===== src/rtl/anc_audio_pkg.sv =====
`default_nettype none
// ============================================================================
//  Module      : anc_audio_pkg
//  Description : Shared widths, FSM state types and saturation constants for
//                the Pmod I2S2 <-> ANC DSP stereo bridge.
//  Revision    : 1.0 - initial release
// ============================================================================
package anc_audio_pkg;

   localparam int AXIS_W       = 32;
   localparam int DEF_SAMPLE_W = 24;

   typedef enum logic [1:0] {
      RX_L     = 2'd0,
      RX_R     = 2'd1,
      RX_DRAIN = 2'd2
   } rx_state_t;

   typedef enum logic [1:0] {
      TX_IDLE = 2'd0,
      TX_L    = 2'd1,
      TX_R    = 2'd2
   } tx_state_t;

   // Clip limits for the default audio word width
   localparam logic [DEF_SAMPLE_W-1:0] c_sat_max = {1'b0, {(DEF_SAMPLE_W-1){1'b1}}};
   localparam logic [DEF_SAMPLE_W-1:0] c_sat_min = {1'b1, {(DEF_SAMPLE_W-1){1'b0}}};

endpackage
`default_nettype wire


===== src/rtl/axis_stereo_bridge_if.sv =====
`default_nettype none
// ============================================================================
//  Module      : axis_stereo_bridge_if
//  Description : One AXI-Stream audio beat channel (data/valid/ready/last).
//  Revision    : 1.0 - initial release
// ============================================================================
interface axis_stereo_bridge_if;
   import anc_audio_pkg::*;

   logic [AXIS_W-1:0] data;
   logic              valid;
   logic              ready;
   logic              last;

   modport master (output data, output valid, output last, input  ready);
   modport slave  (input  data, input  valid, input  last, output ready);

endinterface
`default_nettype wire


===== src/rtl/axis_stereo_bridge_sat.sv =====
`default_nettype none
// ============================================================================
//  Module      : sat_clip
//  Description : Signed DSP_W -> SAMPLE_W saturator with a clip indication.
//  Revision    : 1.0 - initial release
// ============================================================================
module sat_clip #(
   parameter int DSP_W    = 32,
   parameter int SAMPLE_W = 24
) (
   input  wire logic signed [DSP_W-1:0] i_din,
   output logic [SAMPLE_W-1:0]          o_dout,
   output logic                         o_clip
);

   localparam logic [SAMPLE_W-1:0] c_max = {1'b0, {(SAMPLE_W-1){1'b1}}};
   localparam logic [SAMPLE_W-1:0] c_min = {1'b1, {(SAMPLE_W-1){1'b0}}};

   // The value fits when every bit from the target sign bit upward agrees
   logic [DSP_W-SAMPLE_W:0] w_hi;
   logic                    w_pos_ovf;
   logic                    w_neg_ovf;

   assign w_hi      = i_din[DSP_W-1:SAMPLE_W-1];
   assign w_pos_ovf = ~i_din[DSP_W-1] & (|w_hi);
   assign w_neg_ovf =  i_din[DSP_W-1] & ~(&w_hi);

   // Select pass-through or the clip limit on the overflowing side
   always_comb begin
      o_dout = i_din[SAMPLE_W-1:0];
      o_clip = 1'b0;
      if (w_pos_ovf) begin
         o_dout = c_max;
         o_clip = 1'b1;
      end else if (w_neg_ovf) begin
         o_dout = c_min;
         o_clip = 1'b1;
      end
   end

endmodule
`default_nettype wire


===== src/rtl/axis_stereo_bridge.sv =====
`default_nettype none
// ============================================================================
//  Module      : axis_stereo_bridge
//  Description : Unpacks 2-beat RX AXIS packets into stereo sample pairs and
//                packs saturated DSP stereo results into 2-beat TX packets.
//                Sticky framing/overrun/saturation flags, link-loss monitor.
//  Revision    : 1.0 - initial release
// ============================================================================
module axis_stereo_bridge
   import anc_audio_pkg::*;
#(
   parameter int SAMPLE_W     = DEF_SAMPLE_W,
   parameter int DSP_W        = 32,
   parameter int LOSS_TIMEOUT = 1024
) (
   input  wire logic                    axis_clk,
   input  wire logic                    axis_resetn,
   axis_stereo_bridge_if.slave          s_axis,
   output logic signed [DSP_W-1:0]      smp_l,
   output logic signed [DSP_W-1:0]      smp_r,
   output logic                         smp_valid,
   input  wire logic signed [DSP_W-1:0] dsp_l,
   input  wire logic signed [DSP_W-1:0] dsp_r,
   input  wire logic                    dsp_valid,
   output logic                         dsp_ready,
   axis_stereo_bridge_if.master         m_axis,
   input  wire logic                    clear_status,
   output logic                         frame_err,
   output logic                         tx_overrun,
   output logic                         sat_flag,
   output logic                         link_lost
);

   localparam int                c_cnt_w    = $clog2(LOSS_TIMEOUT + 1);
   localparam logic [c_cnt_w-1:0] c_loss_max = c_cnt_w'(LOSS_TIMEOUT);

   logic                    r_run;
   rx_state_t               r_rx_state, w_rx_next;
   tx_state_t               r_tx_state, w_tx_next;
   logic                    w_rx_beat, w_rx_cap_l, w_rx_cap_r, w_rx_ferr;
   logic                    w_tx_load, w_tx_ovr, w_clip_l, w_clip_r;
   logic [SAMPLE_W-1:0]     r_left, r_tx_l, r_tx_r, w_sat_l, w_sat_r;
   logic signed [DSP_W-1:0] r_smp_l, r_smp_r;
   logic                    r_smp_valid, r_frame_err, r_tx_overrun, r_sat_flag;
   logic [c_cnt_w-1:0]      r_loss_cnt;
   logic [AXIS_W-1:0]       w_m_data;

   // Audio bits above SAMPLE_W carry nothing for us
   generate
      if (SAMPLE_W < AXIS_W) begin : g_pad
         logic w_unused_pad;
         assign w_unused_pad = ^s_axis.data[AXIS_W-1:SAMPLE_W];
      end
   endgenerate

   // Handshakes open one cycle after reset so every output reads 0 in reset
   always_ff @(posedge axis_clk) begin
      if (!axis_resetn) r_run <= 1'b0;
      else              r_run <= 1'b1;
   end

   assign s_axis.ready = r_run;
   assign w_rx_beat    = s_axis.valid & r_run;

   // RX state register
   always_ff @(posedge axis_clk) begin
      if (!axis_resetn) r_rx_state <= RX_L;
      else              r_rx_state <= w_rx_next;
   end

   // RX packet parser: left, then right+last; anything else is a framing error
   always_comb begin
      w_rx_next  = r_rx_state;
      w_rx_cap_l = 1'b0;
      w_rx_cap_r = 1'b0;
      w_rx_ferr  = 1'b0;
      if (w_rx_beat) begin
         case (r_rx_state)
            RX_L: begin
               if (s_axis.last) w_rx_ferr = 1'b1;
               else begin
                  w_rx_cap_l = 1'b1;
                  w_rx_next  = RX_R;
               end
            end
            RX_R: begin
               if (s_axis.last) begin
                  w_rx_cap_r = 1'b1;
                  w_rx_next  = RX_L;
               end else begin
                  w_rx_ferr  = 1'b1;
                  w_rx_next  = RX_DRAIN;
               end
            end
            default: begin
               if (s_axis.last) w_rx_next = RX_L;
            end
         endcase
      end
   end

   // Sample registers: publish the sign-extended pair with a one-cycle strobe
   always_ff @(posedge axis_clk) begin
      if (!axis_resetn) begin
         r_left      <= '0;
         r_smp_l     <= '0;
         r_smp_r     <= '0;
         r_smp_valid <= 1'b0;
      end else begin
         r_smp_valid <= w_rx_cap_r;
         if (w_rx_cap_l) r_left <= s_axis.data[SAMPLE_W-1:0];
         if (w_rx_cap_r) begin
            r_smp_l <= DSP_W'($signed(r_left));
            r_smp_r <= DSP_W'($signed(s_axis.data[SAMPLE_W-1:0]));
         end
      end
   end

   sat_clip #(.DSP_W(DSP_W), .SAMPLE_W(SAMPLE_W)) u_sat_l (
      .i_din (dsp_l), .o_dout(w_sat_l), .o_clip(w_clip_l)
   );
   sat_clip #(.DSP_W(DSP_W), .SAMPLE_W(SAMPLE_W)) u_sat_r (
      .i_din (dsp_r), .o_dout(w_sat_r), .o_clip(w_clip_r)
   );

   // TX state register
   always_ff @(posedge axis_clk) begin
      if (!axis_resetn) r_tx_state <= TX_IDLE;
      else              r_tx_state <= w_tx_next;
   end

   // TX sequencer: accept a pair when idle, then emit left and right beats
   always_comb begin
      w_tx_next = r_tx_state;
      w_tx_load = 1'b0;
      w_tx_ovr  = 1'b0;
      dsp_ready = 1'b0;
      w_m_data  = '0;
      m_axis.valid = 1'b0;
      m_axis.last  = 1'b0;
      case (r_tx_state)
         TX_IDLE: begin
            dsp_ready = r_run;
            if (dsp_valid & r_run) begin
               w_tx_load = 1'b1;
               w_tx_next = TX_L;
            end
         end
         TX_L: begin
            w_tx_ovr     = dsp_valid;
            m_axis.valid = 1'b1;
            w_m_data[SAMPLE_W-1:0] = r_tx_l;
            if (m_axis.ready) w_tx_next = TX_R;
         end
         default: begin
            w_tx_ovr     = dsp_valid;
            m_axis.valid = 1'b1;
            m_axis.last  = 1'b1;
            w_m_data[SAMPLE_W-1:0] = r_tx_r;
            if (m_axis.ready) w_tx_next = TX_IDLE;
         end
      endcase
   end

   assign m_axis.data = w_m_data;

   // Hold the saturated pair for the duration of the packet
   always_ff @(posedge axis_clk) begin
      if (!axis_resetn) begin
         r_tx_l <= '0;
         r_tx_r <= '0;
      end else if (w_tx_load) begin
         r_tx_l <= w_sat_l;
         r_tx_r <= w_sat_r;
      end
   end

   // Sticky flags: a set event in the clearing cycle keeps the flag high
   always_ff @(posedge axis_clk) begin
      if (!axis_resetn) begin
         r_frame_err  <= 1'b0;
         r_tx_overrun <= 1'b0;
         r_sat_flag   <= 1'b0;
      end else begin
         r_frame_err  <= w_rx_ferr | (r_frame_err  & ~clear_status);
         r_tx_overrun <= w_tx_ovr  | (r_tx_overrun & ~clear_status);
         r_sat_flag   <= (w_tx_load & (w_clip_l | w_clip_r)) |
                         (r_sat_flag & ~clear_status);
      end
   end

   // Link monitor: saturating count of cycles since the last sample strobe
   always_ff @(posedge axis_clk) begin
      if (!axis_resetn)             r_loss_cnt <= '0;
      else if (r_smp_valid)         r_loss_cnt <= '0;
      else if (r_loss_cnt != c_loss_max) r_loss_cnt <= r_loss_cnt + 1'b1;
   end

   assign smp_l      = r_smp_l;
   assign smp_r      = r_smp_r;
   assign smp_valid  = r_smp_valid;
   assign frame_err  = r_frame_err;
   assign tx_overrun = r_tx_overrun;
   assign sat_flag   = r_sat_flag;
   assign link_lost  = (r_loss_cnt == c_loss_max);

endmodule
`default_nettype wire

===== src/flat_wrapper.sv =====
// flat-port wrapper written by rule: the top's interface ports become plain ports
module axis_stereo_bridge_flat import anc_audio_pkg::*;
#(
   parameter int SAMPLE_W     = DEF_SAMPLE_W,
   parameter int DSP_W        = 32,
   parameter int LOSS_TIMEOUT = 1024
)
  (axis_clk, axis_resetn, smp_l, smp_r, smp_valid, dsp_l, dsp_r, dsp_valid, dsp_ready, clear_status, frame_err, tx_overrun, sat_flag, link_lost, s_axis_data, s_axis_valid, s_axis_last, s_axis_ready, m_axis_data, m_axis_valid, m_axis_last, m_axis_ready);
  axis_stereo_bridge_if s_axis_i ();
  axis_stereo_bridge_if m_axis_i ();
  input  wire logic axis_clk;
  input  wire logic axis_resetn;
  output logic signed [DSP_W-1:0] smp_l;
  output logic signed [DSP_W-1:0] smp_r;
  output logic smp_valid;
  input  wire logic signed [DSP_W-1:0] dsp_l;
  input  wire logic signed [DSP_W-1:0] dsp_r;
  input  wire logic dsp_valid;
  output logic dsp_ready;
  input  wire logic clear_status;
  output logic frame_err;
  output logic tx_overrun;
  output logic sat_flag;
  output logic link_lost;
  input wire logic [$bits(s_axis_i.data)-1:0] s_axis_data;
  input wire logic [$bits(s_axis_i.valid)-1:0] s_axis_valid;
  input wire logic [$bits(s_axis_i.last)-1:0] s_axis_last;
  output wire logic [$bits(s_axis_i.ready)-1:0] s_axis_ready;
  output wire logic [$bits(m_axis_i.data)-1:0] m_axis_data;
  output wire logic [$bits(m_axis_i.valid)-1:0] m_axis_valid;
  output wire logic [$bits(m_axis_i.last)-1:0] m_axis_last;
  input wire logic [$bits(m_axis_i.ready)-1:0] m_axis_ready;
  assign s_axis_i.data = s_axis_data;
  assign s_axis_i.valid = s_axis_valid;
  assign s_axis_i.last = s_axis_last;
  assign s_axis_ready = s_axis_i.ready;
  assign m_axis_data = m_axis_i.data;
  assign m_axis_valid = m_axis_i.valid;
  assign m_axis_last = m_axis_i.last;
  assign m_axis_i.ready = m_axis_ready;
  axis_stereo_bridge #(.SAMPLE_W(SAMPLE_W), .DSP_W(DSP_W), .LOSS_TIMEOUT(LOSS_TIMEOUT)) u_core (.axis_clk(axis_clk), .axis_resetn(axis_resetn), .s_axis(s_axis_i), .smp_l(smp_l), .smp_r(smp_r), .smp_valid(smp_valid), .dsp_l(dsp_l), .dsp_r(dsp_r), .dsp_valid(dsp_valid), .dsp_ready(dsp_ready), .m_axis(m_axis_i), .clear_status(clear_status), .frame_err(frame_err), .tx_overrun(tx_overrun), .sat_flag(sat_flag), .link_lost(link_lost));
endmodule

===== config.mk =====
export PLATFORM = sky130hd
export DESIGN_NAME = axis_stereo_bridge_flat
export DESIGN_NICKNAME = d
export VERILOG_FILES = /design/src/rtl/anc_audio_pkg.sv /design/src/rtl/axis_stereo_bridge_if.sv /design/src/rtl/axis_stereo_bridge_sat.sv /design/src/rtl/axis_stereo_bridge.sv /design/src/flat_wrapper.sv
export SDC_FILE = /design/constraint.sdc
export NUM_CORES = 1
export LEC_CHECK = 0
export BUFFER_PORTS_ARGS = -buffer_cell sky130_fd_sc_hd__buf_2
export CAP_MARGIN = 20
export CORE_UTILIZATION = 50
export DETAILED_ROUTE_END_ITERATION = 8
export PLACE_DENSITY_LB_ADDON = 0.3
export SLEW_MARGIN = 20
export SYNTH_ARGS = -nofsm -noshare
export SYNTH_HDL_FRONTEND = slang
export SYNTH_SLANG_ARGS = --single-unit

===== constraint.sdc =====
create_clock -name axis_clk -period 1.8 [get_ports axis_clk]
set_input_delay 0.45 -clock axis_clk [delete_from_list [all_inputs] [get_ports axis_clk]]
set_output_delay 0.45 -clock axis_clk [all_outputs]
set_load 0.01 [all_outputs]

* Word-level counts from Yosys, hierarchy flattened *
Index checks and enable logic that the tools add are counted.

storage, ports and cells
  bits in registers = 140
  input port bits = 103
  logic and storage cells = 85

operators by class
  add/subtract/negate cells = 1
  equal/unequal tests = 7
  muxes and demuxes = 32
  bitwise gates (word level) = 20
  reduce and logical (&&, ||, !) cells = 12

operators by type and width
  kind                                                                   count
  24-bit two-way mux                                                     4
  24-bit case mux with 2 select lines                                    1
  1-bit two-way mux                                                      18
  9-bit AND reduction                                                    2
  9-bit OR reduction                                                     2
  2-bit two-way mux                                                      6
  11-bit by 1-bit adder with 11-bit output, second input constant        1
  11-bit equality test, second input constant                            1
  11-bit != test, second input constant                                  1
  1-bit bitwise AND                                                      10
  2-bit case mux with 2 select lines                                     2
  1-bit NOT                                                              6
  3-bit AND reduction                                                    2
  2-bit by 1-bit equality test with 1-bit output, second input constant  2
  2-bit zero test                                                        2
  2-bit != test, second input constant                                   2
  1-bit bitwise OR                                                       4
  2-bit OR reduction                                                     2
  3-bit nonzero test                                                     1
  2-bit by 1-bit != test with 1-bit output, second input constant        1
  1-bit case mux with 2 select lines                                     1
  2-bit nonzero test                                                     1

* Logic depth before layout (Yosys ltp) *
  word-level depth = 8
  mapped depth = 7

* Modules after synthesis *
From an unflattened synthesis, not the netlist that was laid out.

second synthesis, totals
  cell total of the unflattened synthesis = 879
  area total of the unflattened synthesis = 6,977.9 µm²

modules (own cells, without submodules)
  module              instances  cells an instance  area each (µm²)
  axis_stereo_bridge  1          749                6,109.6
  sat_clip            2          65                 434.2

* Worst setup path before layout *
Ideal clock, no wire load.

  path type = register to output
  start point = reg u_core.r_tx_state[0]
  end point = out m_axis_data[10]
  data arrival time = 1.236 ns
  slack = 0.114 ns
  cell stages (with the launch flop) = 6
  cells stage by stage = dfxtp_1 -> buf_2 -> nor2b_1 -> clkbuf_1 -> buf_2 -> a22o_1

between the ends
  longest elaborated chain between the ends = 2
  elaborated cells on any way between the ends = 3

ends and longest elaborated chain
  what                                                                               RTL line                   text
  start: declaration                                                                 axis_stereo_bridge.sv:39   tx_state_t r_tx_state, w_tx_next;
  start signal: assignment                                                           axis_stereo_bridge.sv:129  else r_tx_state <= w_tx_next;
  2-bit by 1-bit equality test with 1-bit output or 2-bit zero test (tied branches)  axis_stereo_bridge.sv:141  case (r_tx_state)
  24-bit case mux with 2 select lines *                                              axis_stereo_bridge.sv:141
  end: declaration                                                                   flat_wrapper.sv:29         output wire logic [$bits(m_axis_i.data)-1:0] m_axis_data;

Mark *: on every way between the ends. The rest lies on a longest branch, timed or not.

* Final worst setup path *
  start point = reg u_core.r_loss_cnt[7]
  end point = out link_lost

between the ends
  longest elaborated chain between the ends = 1

ends and longest elaborated chain
  what                      RTL line                   text
  start: declaration        axis_stereo_bridge.sv:45   logic [c_cnt_w-1:0] r_loss_cnt;
  start signal: assignment  axis_stereo_bridge.sv:196  else if (r_loss_cnt != c_loss_max) r_loss_cnt <= r_loss_cnt + 1'b1;
  11-bit equality test      axis_stereo_bridge.sv:205  assign link_lost = (r_loss_cnt == c_loss_max);
  end: declaration          flat_wrapper.sv:24         output logic link_lost;

No other way between the ends.

==> impl_metrics.env <==
export IMPL_outcome="finished with violations"
export IMPL_violations="setup timing"
export IMPL_setup_tns_ps=-263
export IMPL_layout_drive_gt1_share=0.345
export IMPL_drt_wl_total_um=14100
export IMPL_netlist_area_um2=5900
export IMPL_synthesis_instances=702
export IMPL_drv_slew=0
export IMPL_numPortBuffers=191
export IMPL_worst_path_max_fanout=3
export IMPL_end_kind="output port"
export IMPL_die_h_um=111
export IMPL_yosys_top_cells_count="nand2_1, dfxtp_1, a21boi_1"
export IMPL_drtPass1Iterations=5
export IMPL_crit_start="u_core.r_loss_cnt[7]$_SDFFE_PP0N_"
export IMPL_yosysUniqueCellTypes=42
export IMPL_grt_pass1_vias=4978
export IMPL_core_um2=11500
export IMPL_hp_class="in2reg"
export IMPL_crit_required_ps=1350
export IMPL_vias=5212
export IMPL_final_antenna_net_count=0
export IMPL_timing_rr_end="u_core.r_tx_r[13]$_SDFFE_PN0P_"
export IMPL_clk_pin_slew_ps=60
export IMPL_slowest_stage="dfxtp_4"
export IMPL_setup_viol=17
export IMPL_finalNetCount=972
export IMPL_cpPeakStageDelay_ps=350
export IMPL_htreeDepth=4
export IMPL_ir_drop_uv=724
export IMPL_period_minus_slack_ps=1860
export IMPL_fin_ws_ps=-57.6
export IMPL_hold_violations=0
export IMPL_cts_tree="done"
export IMPL_stdcell_count=1023
export IMPL_cp_start_kind="flop"
export IMPL_vias_per_cell=5.09
export IMPL_grt_pass1_wl_um=23100
export IMPL_synth_top_area_cell="dfxtp_1"
export IMPL_p_per_area_nw_per_um2=925
export IMPL_ys_seq_area_frac=0.475
export IMPL_finalInstanceArea_um2=7520
export IMPL_first_iter_violations=320
export IMPL_path_class="reg2out"
export IMPL_nFillCells=958
export IMPL_cts_buffer_depth=2
export IMPL_dieArea_um2=12200
export IMPL_fp_dieW_um=111
export IMPL_worstPathArrival_ps=1410
export IMPL_ff2ff_setup_slack_ps=240
export IMPL_place_inst=988
export IMPL_hold_path_cell_count=3
export IMPL_wl_per_cell_um=13.7
export IMPL_finalPower_mw=6.96
export IMPL_utilization=0.656
export IMPL_post_route_period_util=1.03
export IMPL_async_reset_ff_frac=0
export IMPL_synth_top_area_frac=0.475
export IMPL_power_leakage_nw=3.27
export IMPL_clockRootBuffer="clkbuf_16"
export IMPL_ys_warnings_count=0
export IMPL_yosys_most_used_dff="dfxtp_1"
export IMPL_routabilityCongestion=0.821
export IMPL_cts_buffers=17
export IMPL_dpl_hpwl_um=9730
export IMPL_num_antenna_cells=0
export IMPL_place_area_um2=6860
export IMPL_synth_edf_count=0
export IMPL_io_pins=208
export IMPL_cap_violations=0
export IMPL_whs_ps=259
export IMPL_r2r_cells=4
export IMPL_rows=39
export IMPL_fmax_mhz=538
export IMPL_fin_worst_skew_ps=5.66
export IMPL_ys_seq_elements=140
export IMPL_synthTopCellsByArea="dfxtp_1, nand2_1, a21boi_1"
export IMPL_reg2reg_from="u_core.s_axis.ready$_DFF_P_"
export IMPL_drc=0
export IMPL_cp_cell_sequence="nor4_4, and4_4, buf_6"
export IMPL_grt_ovfl_total=0
export IMPL_syn_avg_cell_area_um2=8.40
export IMPL_area_delta_synth_final_pct=27.6
export IMPL_ctsHoldBuffers=0
export IMPL_clk_latency_ps=420
export IMPL_critPathCapture="link_lost"
export IMPL_place_ws_ps=73.4
export IMPL_track_usage=0.236
export IMPL_yosysMostFrequentCell="nand2_1"
export IMPL_initial_core_util=0.514
export IMPL_antenna_found_initial=0
export IMPL_grt_max_degree=65
export IMPL_clkSinkCount=140
export IMPL_rsz0062_at_grt="true"
kinds of logic (layout without fill, tap and decap cells):
group,count (synthesis),count (layout),share of synthesized area
simple gates,316,316,0.225
compound gates,154,154,0.200
flops,140,140,0.475
buf+inv,75,246,0.0732
xor+xnor,10,10,0.0148
mux,4,4,0.00679
fa+ha+maj,2,2,0.00424
other cells,1,8,0.000636
power breakdown:
group	total, mW	switching (mW)	leakage (nW)	internal [mW]
combinational	0.526	0.286	1.88	0.239
clock	3.20	1.28	0.255	1.92
sequential	3.23	0.0532	1.14	3.18
worst max-delay path, delay by kind of cell (launching register included):
kind / cells / cell delay [ps]
AND/OR/NAND/NOR: 2 / 540
flip-flops: 1 / 350
buffers and inverters: 1 / 100
registers in the layout, summed over array words and instances (netlist names):
signal / flops
u_core.frame_err: 1
u_core.r_left: 24
u_core.r_loss_cnt: 11
u_core.r_rx_state: 2
u_core.r_tx_l: 24
u_core.r_tx_r: 24
u_core.r_tx_state: 2
u_core.s_axis.ready: 1
u_core.sat_flag: 1
u_core.smp_l: 24
u_core.smp_r: 24
u_core.smp_valid: 1
u_core.tx_overrun: 1
layout by cell type (no fill, tap or decap), drive strengths merged, types with 4 or more instances in the layout:
master / synthesis / routed
clkinvlp: 0 / 5
inv: 4 / 4
clkinv: 0 / 5
conb: 1 / 8
nand4: 7 / 7
xor2: 5 / 5
or2: 4 / 4
mux2i: 4 / 4
xnor2: 5 / 5
a21boi: 74 / 74
nand2: 212 / 212
nor4: 8 / 8
o21ai: 55 / 55
dfxtp: 140 / 140
buf: 47 / 210
nor2b: 7 / 7
nor2: 59 / 59
clkbuf: 24 / 21
a22o: 17 / 17
worst min-delay path by stage:
stage,startpoint,to,slack (ps)
6_report,dsp_l[8],u_core.r_tx_l[8]$_SDFFE_PN0P_,260
5_1_grt,dsp_r[11],u_core.r_tx_r[11]$_SDFFE_PN0P_,250
4_1_cts,dsp_l[8],u_core.r_tx_l[8]$_SDFFE_PN0P_,240
3_5_place_dp,u_core.r_tx_l[13]$_SDFFE_PN0P_,u_core.r_tx_l[13]$_SDFFE_PN0P_,440
3_3_place_gp,u_core.r_left[5]$_SDFFE_PN0P_,u_core.smp_l[5]$_SDFFE_PN0P_,430
2_1_floorplan,u_core.r_tx_l[0]$_SDFFE_PN0P_,u_core.r_tx_l[0]$_SDFFE_PN0P_,430
metal layers:
metal  global-route usage  wire (um)
met1                0.277       5990
met2                0.404       7000
met3               0.0763        851
met4               0.0827        213
met5                    0          0
area by class of cell:
type,instances,area [um2],area share
well taps,143,179,0.0238
clock buffers,21,450,0.0599
clock inverters,11,96.3,0.0128
flip-flops and latches,140,2820,0.375
multi-input cells,494,2760,0.367
repair buffers,210,1200,0.160
inverters,4,15.0,0.00200
repair_timing:
| item | in CTS | in global routing |
|---|---|---|
| buffers inserted | 2 | 1 |
| resized for setup | 18 | 16 |
| cloned | 0 | 0 |
| pin swaps | 5 | 2 |
| endpoints found under the setup margin | 22 | 25 |
No activity file was read; power rests on OpenSTA's default activity.
